File: src/rtl/channel_mux_pkg.sv
// rtl/channel_mux_pkg.sv - shared sample width, idle words and underflow counter for channel_mux/channel_demux
package channel_mux_pkg;

  localparam int              ADC_RES_DEF = 14;
  localparam logic [13:0]     IDLE_A_DEF  = 14'h0;
  localparam logic [13:0]     IDLE_B_DEF  = 14'h0;
  localparam int              UNDERFLOW_W = 16;
  localparam logic [UNDERFLOW_W-1:0] UNDERFLOW_MAX = '1;

  // Saturating increment: the counter sticks at all-ones instead of wrapping
  function automatic logic [UNDERFLOW_W-1:0] sat_inc(input logic [UNDERFLOW_W-1:0] v);
    return (v == UNDERFLOW_MAX) ? v : v + UNDERFLOW_W'(1);
  endfunction

endpackage

File: src/rtl/ODDR.sv
// rtl/ODDR.sv - behavioural model of the output DDR primitive used by oddr_bus
module ODDR #(
  parameter DDR_CLK_EDGE = "SAME_EDGE"
) (
  output logic Q,
  input  logic C,
  input  logic CE,
  input  logic D1,
  input  logic D2,
  input  logic R,
  input  logic S
);

  logic q_rise;
  logic q_fall;

  always_ff @(posedge C) begin
    if (R)       q_rise <= 1'b0;
    else if (S)  q_rise <= 1'b1;
    else if (CE) q_rise <= D1;
  end

  // SAME_EDGE captures both halves on the rising edge; D2 then shows while C is low
  generate
    if (DDR_CLK_EDGE == "OPPOSITE_EDGE") begin : g_opposite
      always_ff @(negedge C) begin
        if (R)       q_fall <= 1'b0;
        else if (S)  q_fall <= 1'b1;
        else if (CE) q_fall <= D2;
      end
    end else begin : g_same
      always_ff @(posedge C) begin
        if (R)       q_fall <= 1'b0;
        else if (S)  q_fall <= 1'b1;
        else if (CE) q_fall <= D2;
      end
    end
  endgenerate

  assign Q = C ? q_rise : q_fall;

endmodule

File: src/rtl/channel_mux_oddr_bus.sv
// rtl/channel_mux_oddr_bus.sv - one ODDR per bit: d1 drives the high half, d2 the low half
module oddr_bus
  import channel_mux_pkg::*;
#(
  parameter int Width = ADC_RES_DEF
) (
  input  logic             clk,
  input  logic [Width-1:0] d1,
  input  logic [Width-1:0] d2,
  output logic [Width-1:0] q
);

  for (genvar i = 0; i < Width; i++) begin : g_bit
    ODDR #(
      .DDR_CLK_EDGE("SAME_EDGE")
    ) u_oddr (
      .Q (q[i]),
      .C (clk),
      .CE(1'b1),
      .D1(d1[i]),
      .D2(d2[i]),
      .R (1'b0),
      .S (1'b0)
    );
  end

endmodule

File: src/rtl/channel_mux.sv
// rtl/channel_mux.sv - buffers A/B sample pairs and drives them interleaved on a DDR DAC bus
module channel_mux
  import channel_mux_pkg::*;
#(
  parameter int                AdcRes    = ADC_RES_DEF,
  parameter int                FifoDepth = 4,
  parameter logic [AdcRes-1:0] IdleA     = AdcRes'(IDLE_A_DEF),
  parameter logic [AdcRes-1:0] IdleB     = AdcRes'(IDLE_B_DEF)
) (
  input  logic                   clk_mux_i,
  input  logic                   rst_n_i,
  input  logic                   tx_en_i,
  input  logic                   s_valid_i,
  output logic                   s_ready_o,
  input  logic [AdcRes-1:0]      ch_A_i,
  input  logic [AdcRes-1:0]      ch_B_i,
  output logic [AdcRes-1:0]      dac_data_o,
  output logic                   tx_valid_o,
  output logic [UNDERFLOW_W-1:0] underflow_cnt_o
);

  localparam int              PtrW = $clog2(FifoDepth);
  localparam int              CntW = PtrW + 1;
  localparam logic [CntW-1:0] Full = CntW'(FifoDepth);

  logic [AdcRes-1:0] fifo_a [FifoDepth];
  logic [AdcRes-1:0] fifo_b [FifoDepth];
  logic [PtrW-1:0]   wr_ptr;
  logic [PtrW-1:0]   rd_ptr;
  logic [CntW-1:0]   count;
  logic [CntW-1:0]   count_next;
  logic              push;
  logic              pop;
  logic              empty;
  logic [AdcRes-1:0] d1_q;
  logic [AdcRes-1:0] d2_q;
  logic              d_valid_q;

  assign empty = (count == '0);
  assign push  = s_valid_i & s_ready_o;
  assign pop   = tx_en_i & ~empty;

  always_comb begin
    count_next = count;
    case ({push, pop})
      2'b10:   count_next = count + CntW'(1);
      2'b01:   count_next = count - CntW'(1);
      default: count_next = count;
    endcase
  end

  always_ff @(posedge clk_mux_i) begin
    if (push) begin
      fifo_a[wr_ptr] <= ch_A_i;
      fifo_b[wr_ptr] <= ch_B_i;
    end
  end

  // ready comes from the next count so it never depends combinationally on the pop
  always_ff @(posedge clk_mux_i) begin
    if (!rst_n_i) begin
      wr_ptr          <= '0;
      rd_ptr          <= '0;
      count           <= '0;
      s_ready_o       <= 1'b0;
      d1_q            <= IdleA;
      d2_q            <= IdleB;
      d_valid_q       <= 1'b0;
      tx_valid_o      <= 1'b0;
      underflow_cnt_o <= '0;
    end else begin
      count      <= count_next;
      s_ready_o  <= (count_next < Full);
      tx_valid_o <= d_valid_q;
      if (push) wr_ptr <= wr_ptr + PtrW'(1);
      if (pop) begin
        d1_q      <= fifo_a[rd_ptr];
        d2_q      <= fifo_b[rd_ptr];
        d_valid_q <= 1'b1;
        rd_ptr    <= rd_ptr + PtrW'(1);
      end else begin
        d1_q      <= IdleA;
        d2_q      <= IdleB;
        d_valid_q <= 1'b0;
        if (tx_en_i) underflow_cnt_o <= sat_inc(underflow_cnt_o);
      end
    end
  end

  oddr_bus #(
    .Width(AdcRes)
  ) u_oddr_bus (
    .clk(clk_mux_i),
    .d1 (d1_q),
    .d2 (d2_q),
    .q  (dac_data_o)
  );

endmodule

File: config.mk
export PLATFORM = sky130hd
export DESIGN_NAME = channel_mux
export DESIGN_NICKNAME = d
export VERILOG_FILES = /design/src/rtl/channel_mux_pkg.sv /design/src/rtl/ODDR.sv /design/src/rtl/channel_mux_oddr_bus.sv /design/src/rtl/channel_mux.sv
export SDC_FILE = /design/constraint.sdc
export NUM_CORES = 1
export LEC_CHECK = 0
export CAP_MARGIN = 25
export CORE_UTILIZATION = 59
export CTS_BUF_LIST = sky130_fd_sc_hd__clkbuf_2 sky130_fd_sc_hd__clkbuf_4 sky130_fd_sc_hd__clkbuf_8
export CTS_CLUSTER_SIZE = 25
export DETAILED_ROUTE_END_ITERATION = 6
export PLACE_DENSITY = 0.9
export SETUP_SLACK_MARGIN = 0.05
export SLEW_MARGIN = 20
export SYNTH_ARGS = -nofsm -noshare
export SYNTH_HDL_FRONTEND = slang
export SYNTH_SLANG_ARGS = --single-unit
File: constraint.sdc
create_clock -name clk_mux_i -period 2.68 [get_ports clk_mux_i]
set_clock_uncertainty 0.05 [all_clocks]
set_input_delay 0.268 -clock clk_mux_i [delete_from_list [all_inputs] [get_ports clk_mux_i]]
set_output_delay 0.268 -clock clk_mux_i [all_outputs]
set_load 0.05 [all_outputs]
=== Word level (Yosys, flattened, before mapping) ===
Memory sizes are Yosys's and may differ from the RTL's. A register that Yosys moved wholly into a read port is not among the register bits.
Cells that the tools add are included.

* $add $sub $neg: 5
* Order comparisons: 1
* Eq/ne operators: 3
* Mux-type cells: 18
* Bitwise gates (word level): 5
* Reductions and logical operators: 5

{| class="wikitable"
|+ Operators by type and width
! kind !! count
|-
| $mux W1 || 17
|-
| $add A16 B1 Y16 const B || 1
|-
| $eq A16 B16 Y1 const B || 1
|-
| $pmux W3 S2 || 1
|-
| $add A2 B1 Y2 const B || 2
|-
| $add A3 B1 Y3 const B || 1
|-
| $logic_not A3 Y1 || 1
|-
| $lt A3 B3 Y1 const B || 1
|-
| $not A1 Y1 || 3
|-
| $reduce_and A3 Y1 || 1
|-
| $sub A3 B1 Y3 const B || 1
|-
| $and A1 B1 Y1 || 2
|-
| $eq A2 B1 Y1 const B || 1
|-
| $eq A2 B2 Y1 const B || 1
|-
| $logic_not A1 Y1 || 2
|-
| $reduce_and A2 Y1 || 1
|}

* Flip-flop bits (word level): 54
* Memory bits (writable): 112
* Input port bits: 32
* Output and inout port bits: 32
* Logic and storage cells: 74
* Memories kept: 2

{| class="wikitable"
|+ Memories
! memory !! words !! width !! read ports !! clocked after memory_dff !! write ports !! line !! source
|-
| fifo_a || 4 || 14 || 1 || 1 || 1 || channel_mux.sv:26 || <nowiki>logic [AdcRes-1:0] fifo_a [FifoDepth];</nowiki>
|-
| fifo_b || 4 || 14 || 1 || 1 || 1 || channel_mux.sv:27 || <nowiki>logic [AdcRes-1:0] fifo_b [FifoDepth];</nowiki>
|}

=== Logic depth before layout (Yosys ltp) ===
* Depth in word-level cells: 6
* Depth in mapped cells: 9

=== Hierarchy ===
Synthesis repeated with hierarchy kept, for this count alone.

* Cell total of the unflattened synthesis: 469
* Area total of the unflattened synthesis: 7,278.2 um^2

{| class="wikitable"
|+ Modules (own cells, without submodules)
! module !! instances !! cells an instance !! area each (um^2)
|-
| channel_mux || 1 || 355 || 6,079.6
|-
| ODDR || 14 || 8 || 85.1
|-
| oddr_bus || 1 || 2 || 7.5
|}

==> results.json <==
{
  "outcome": "finished, final reports clean",
  "first_iter_violations": 289,
  "grt_overflow": 0,
  "cts_tree": "yes",
  "power.leakage_nw": 2.909,
  "maxCapViolCount": 0,
  "yosys_register_bits": 194,
  "postSynthCellCount": 413,
  "hold_viol": 0,
  "num_vias": 3832,
  "grt_max_degree": 37,
  "hpwl_um": 7429,
  "power.switching_mw": 2.047,
  "gp_congestion": 0.8344,
  "syn_avg_cell_area_sq_um": 16.70,
  "viasPerCell": 6.025,
  "rows": 39,
  "fin_area_sq_um": 8102,
  "start_kind": "clock port",
  "yosysSeqAreaShare": 0.7256,
  "hold_buffers": 0,
  "cp_max_fo": 3,
  "layout-drive-gt1-share": 0.2292,
  "grt_pass1_wl_um": 19460,
  "holdWs_ns": 0.2816,
  "antenna_left": 0,
  "max-vdd-ir-drop_mv": 0.4472,
  "placed_cells": 595,
  "stdcell_count": 636,
  "p_sw_frac": 0.2751,
  "clk_latency_ns": 0.57,
  "setup_tns_ns": 0,
  "powerDensity_nw_per_um2": 918.6,
  "finalSetupViolCount": 0,
  "min-delay-start": "d1_q[5]",
  "first_pass_iters": 4,
  "syn-num-nets": 452,
  "pre_cts_ws_ns": 0.04634,
  "power.share.sequential": 0.485,
  "wl_per_cell_um": 20.35,
  "max_slew.worst_pin.slew_ns": 0.5134,
  "hp-class": "register to register",
  "grt_util_all_layers": 0.2281,
  "async_reset_ff_frac": 0,
  "synth_edf_count": 112,
  "place_area_sq_um": 7625,
  "clkTransAtPathRegs_ns": 0.08,
  "wirelength_um": 12950,
  "post-route-drc-count": 0,
  "ys_types": 34,
  "critPathKind": "clock port to output pin",
  "post-cts-setup-buffers": 0,
  "diodes": 0,
  "fp.dieH_um": 110.1,
  "power_mw": 7.442,
  "syn_area_sq_um": 6898,
  "finalNetCount": 518,
  "synthFlopType": "edfxtp_1",
  "io_buffers": 63,
  "grt_antenna_before_repair": 0,
  "r2r_start": "underflow_cnt_o[0]",
  "critPathCaptureType": "output pin",
  "cp_data_arrival_time_ns": 2.25,
  "crit_required_ns": 2.36,
  "core-area_sq_um": 11420,
  "netlist.top_cell.by_area": "edfxtp_1",
  "yosys_warnings": 0,
  "clkPwrFrac": 0.373,
  "startpoint": "clk_mux_i",
  "setup_ws_ns": 0.1079,
  "relSlewSlack": 0.6566,
  "ys_top_cells_by_area": "edfxtp_1, dfxtp_1, mux4_2, and3_1, mux2_2",
  "post-route-util": 0.7095,
  "start_util": 0.6041,
  "drv_slew": 0,
  "fp.dieArea_sq_um": 12130,
  "die_w_um": 110.1,
  "comb_power_share": 0.142,
  "grt_pass1_vias": 3937,
  "rsz0062_at_grt": "no",
  "intPower_mw": 5.395,
  "areaGrowthSynthToFinish_pct": 17.45,
  "yosysTopAreaCellShare": 0.4876,
  "ios": 64
}
sequential cells by signal, indices dropped and copies added (netlist names), named ones only:
signal,flops
fifo_a,56
fifo_b,56
underflow_cnt_o,16
d1_q,14
d2_q,14
u_oddr_bus.g_bit.u_oddr.q_fall,14
u_oddr_bus.g_bit.u_oddr.q_rise,14
count,2
rd_ptr,2
wr_ptr,2
d_valid_q,1
s_ready_o,1
tx_valid_o,1
power groups by stage:
stage | combinational [mW] | sequential [mW] | clock [mW]
6_report | 1.06 | 3.61 | 2.78
5_1_grt | 1.13 | 3.64 | 2.96
2_1_floorplan | 0.695 | 3.66 | 0.409
3_3_place_gp | 0.994 | 3.65 | 0.379
4_1_cts | 1.06 | 3.61 | 2.83
3_5_place_dp | 1.03 | 3.68 | 0.379
kinds of logic (layout without fill, tap and decap cells):
kind of cell	Yosys count	in the layout	share of synthesized area
buffers and inverters	40	120	0.02957
adder cells (fa/ha/maj)	7	7	0.01379
AND/OR/NAND/NOR	90	90	0.07673
XOR/XNOR	6	6	0.007618
flip-flops	194	194	0.7256
AO/OA/AOI/OAI	31	31	0.02812
multiplexers	45	45	0.1186
path summary, 6_finish.rpt:
path / end / slack [ns] / cells after the start
setup / recovery: dac_data_o[9] / 0.11 / 5
setup reg to reg: underflow_cnt_o[14] / 0.40 / 5
hold / removal: u_oddr_bus.g_bit[5].u_oddr.q_rise / 0.28 / 0
hold reg to reg: u_oddr_bus.g_bit[5].u_oddr.q_rise / 0.28 / 0
area by class of cell:
type | count | area (sq um)
clock buffers | 44 | 483.0
clock inverters | 11 | 133.9
fillers | 661 | 3317
inverters | 5 | 18.77
multi-input cells | 179 | 1695
flip-flops and latches | 194 | 5006
well taps | 143 | 178.9
repair buffers | 60 | 585.6
routing by layer:
layer | GRT usage | up-vias | part of all wire
met5 | 0 | - | 0
met4 | 0.1429 | 0 | 0.025
met3 | 0.09700 | 39 | 0.076
met2 | 0.3469 | 178 | 0.50
met1 | 0.2690 | 1916 | 0.40
li1 | - | 1699 | -
cell usage after synthesis, drive strengths merged (4+ instances only):
cell,n
xnor2,4
dfxtp,82
clkbuf,16
buf,19
nand3,8
o21ai,4
and3,33
nand4,4
edfxtp,112
nor2,7
mux4,28
inv,5
a21oi,14
nand2,11
or4,10
o31ai,9
mux2,14
ha,6
critical path: stages:
cell and delay, ns:
clkbuf_8 0.12, clkbuf_8 0.13, clkbuf_8 0.15, mux2_2 0.30, buf_2 0.22
placed cells by master (no fill, tap or decap), types with 10 or more instances in the layout:
master and count:
edfxtp_1 112, mux4_2 28, mux2_2 14, or4_1 10
nand2_1 11, clkbuf_8 30, buf_2 14, clkdlybuf4s50_1 49
a21oi_1 14, dfxtp_1 81, and3_1 33, buf_4 10
timing repair:
item | in CTS | in global routing
endpoints found under the hold margin | 0 | 0
gates resized for setup | 68 | 2
endpoints found under the setup margin | 14 | 1
cloned | 0 | 0
(Power assumes the default switching activity.)
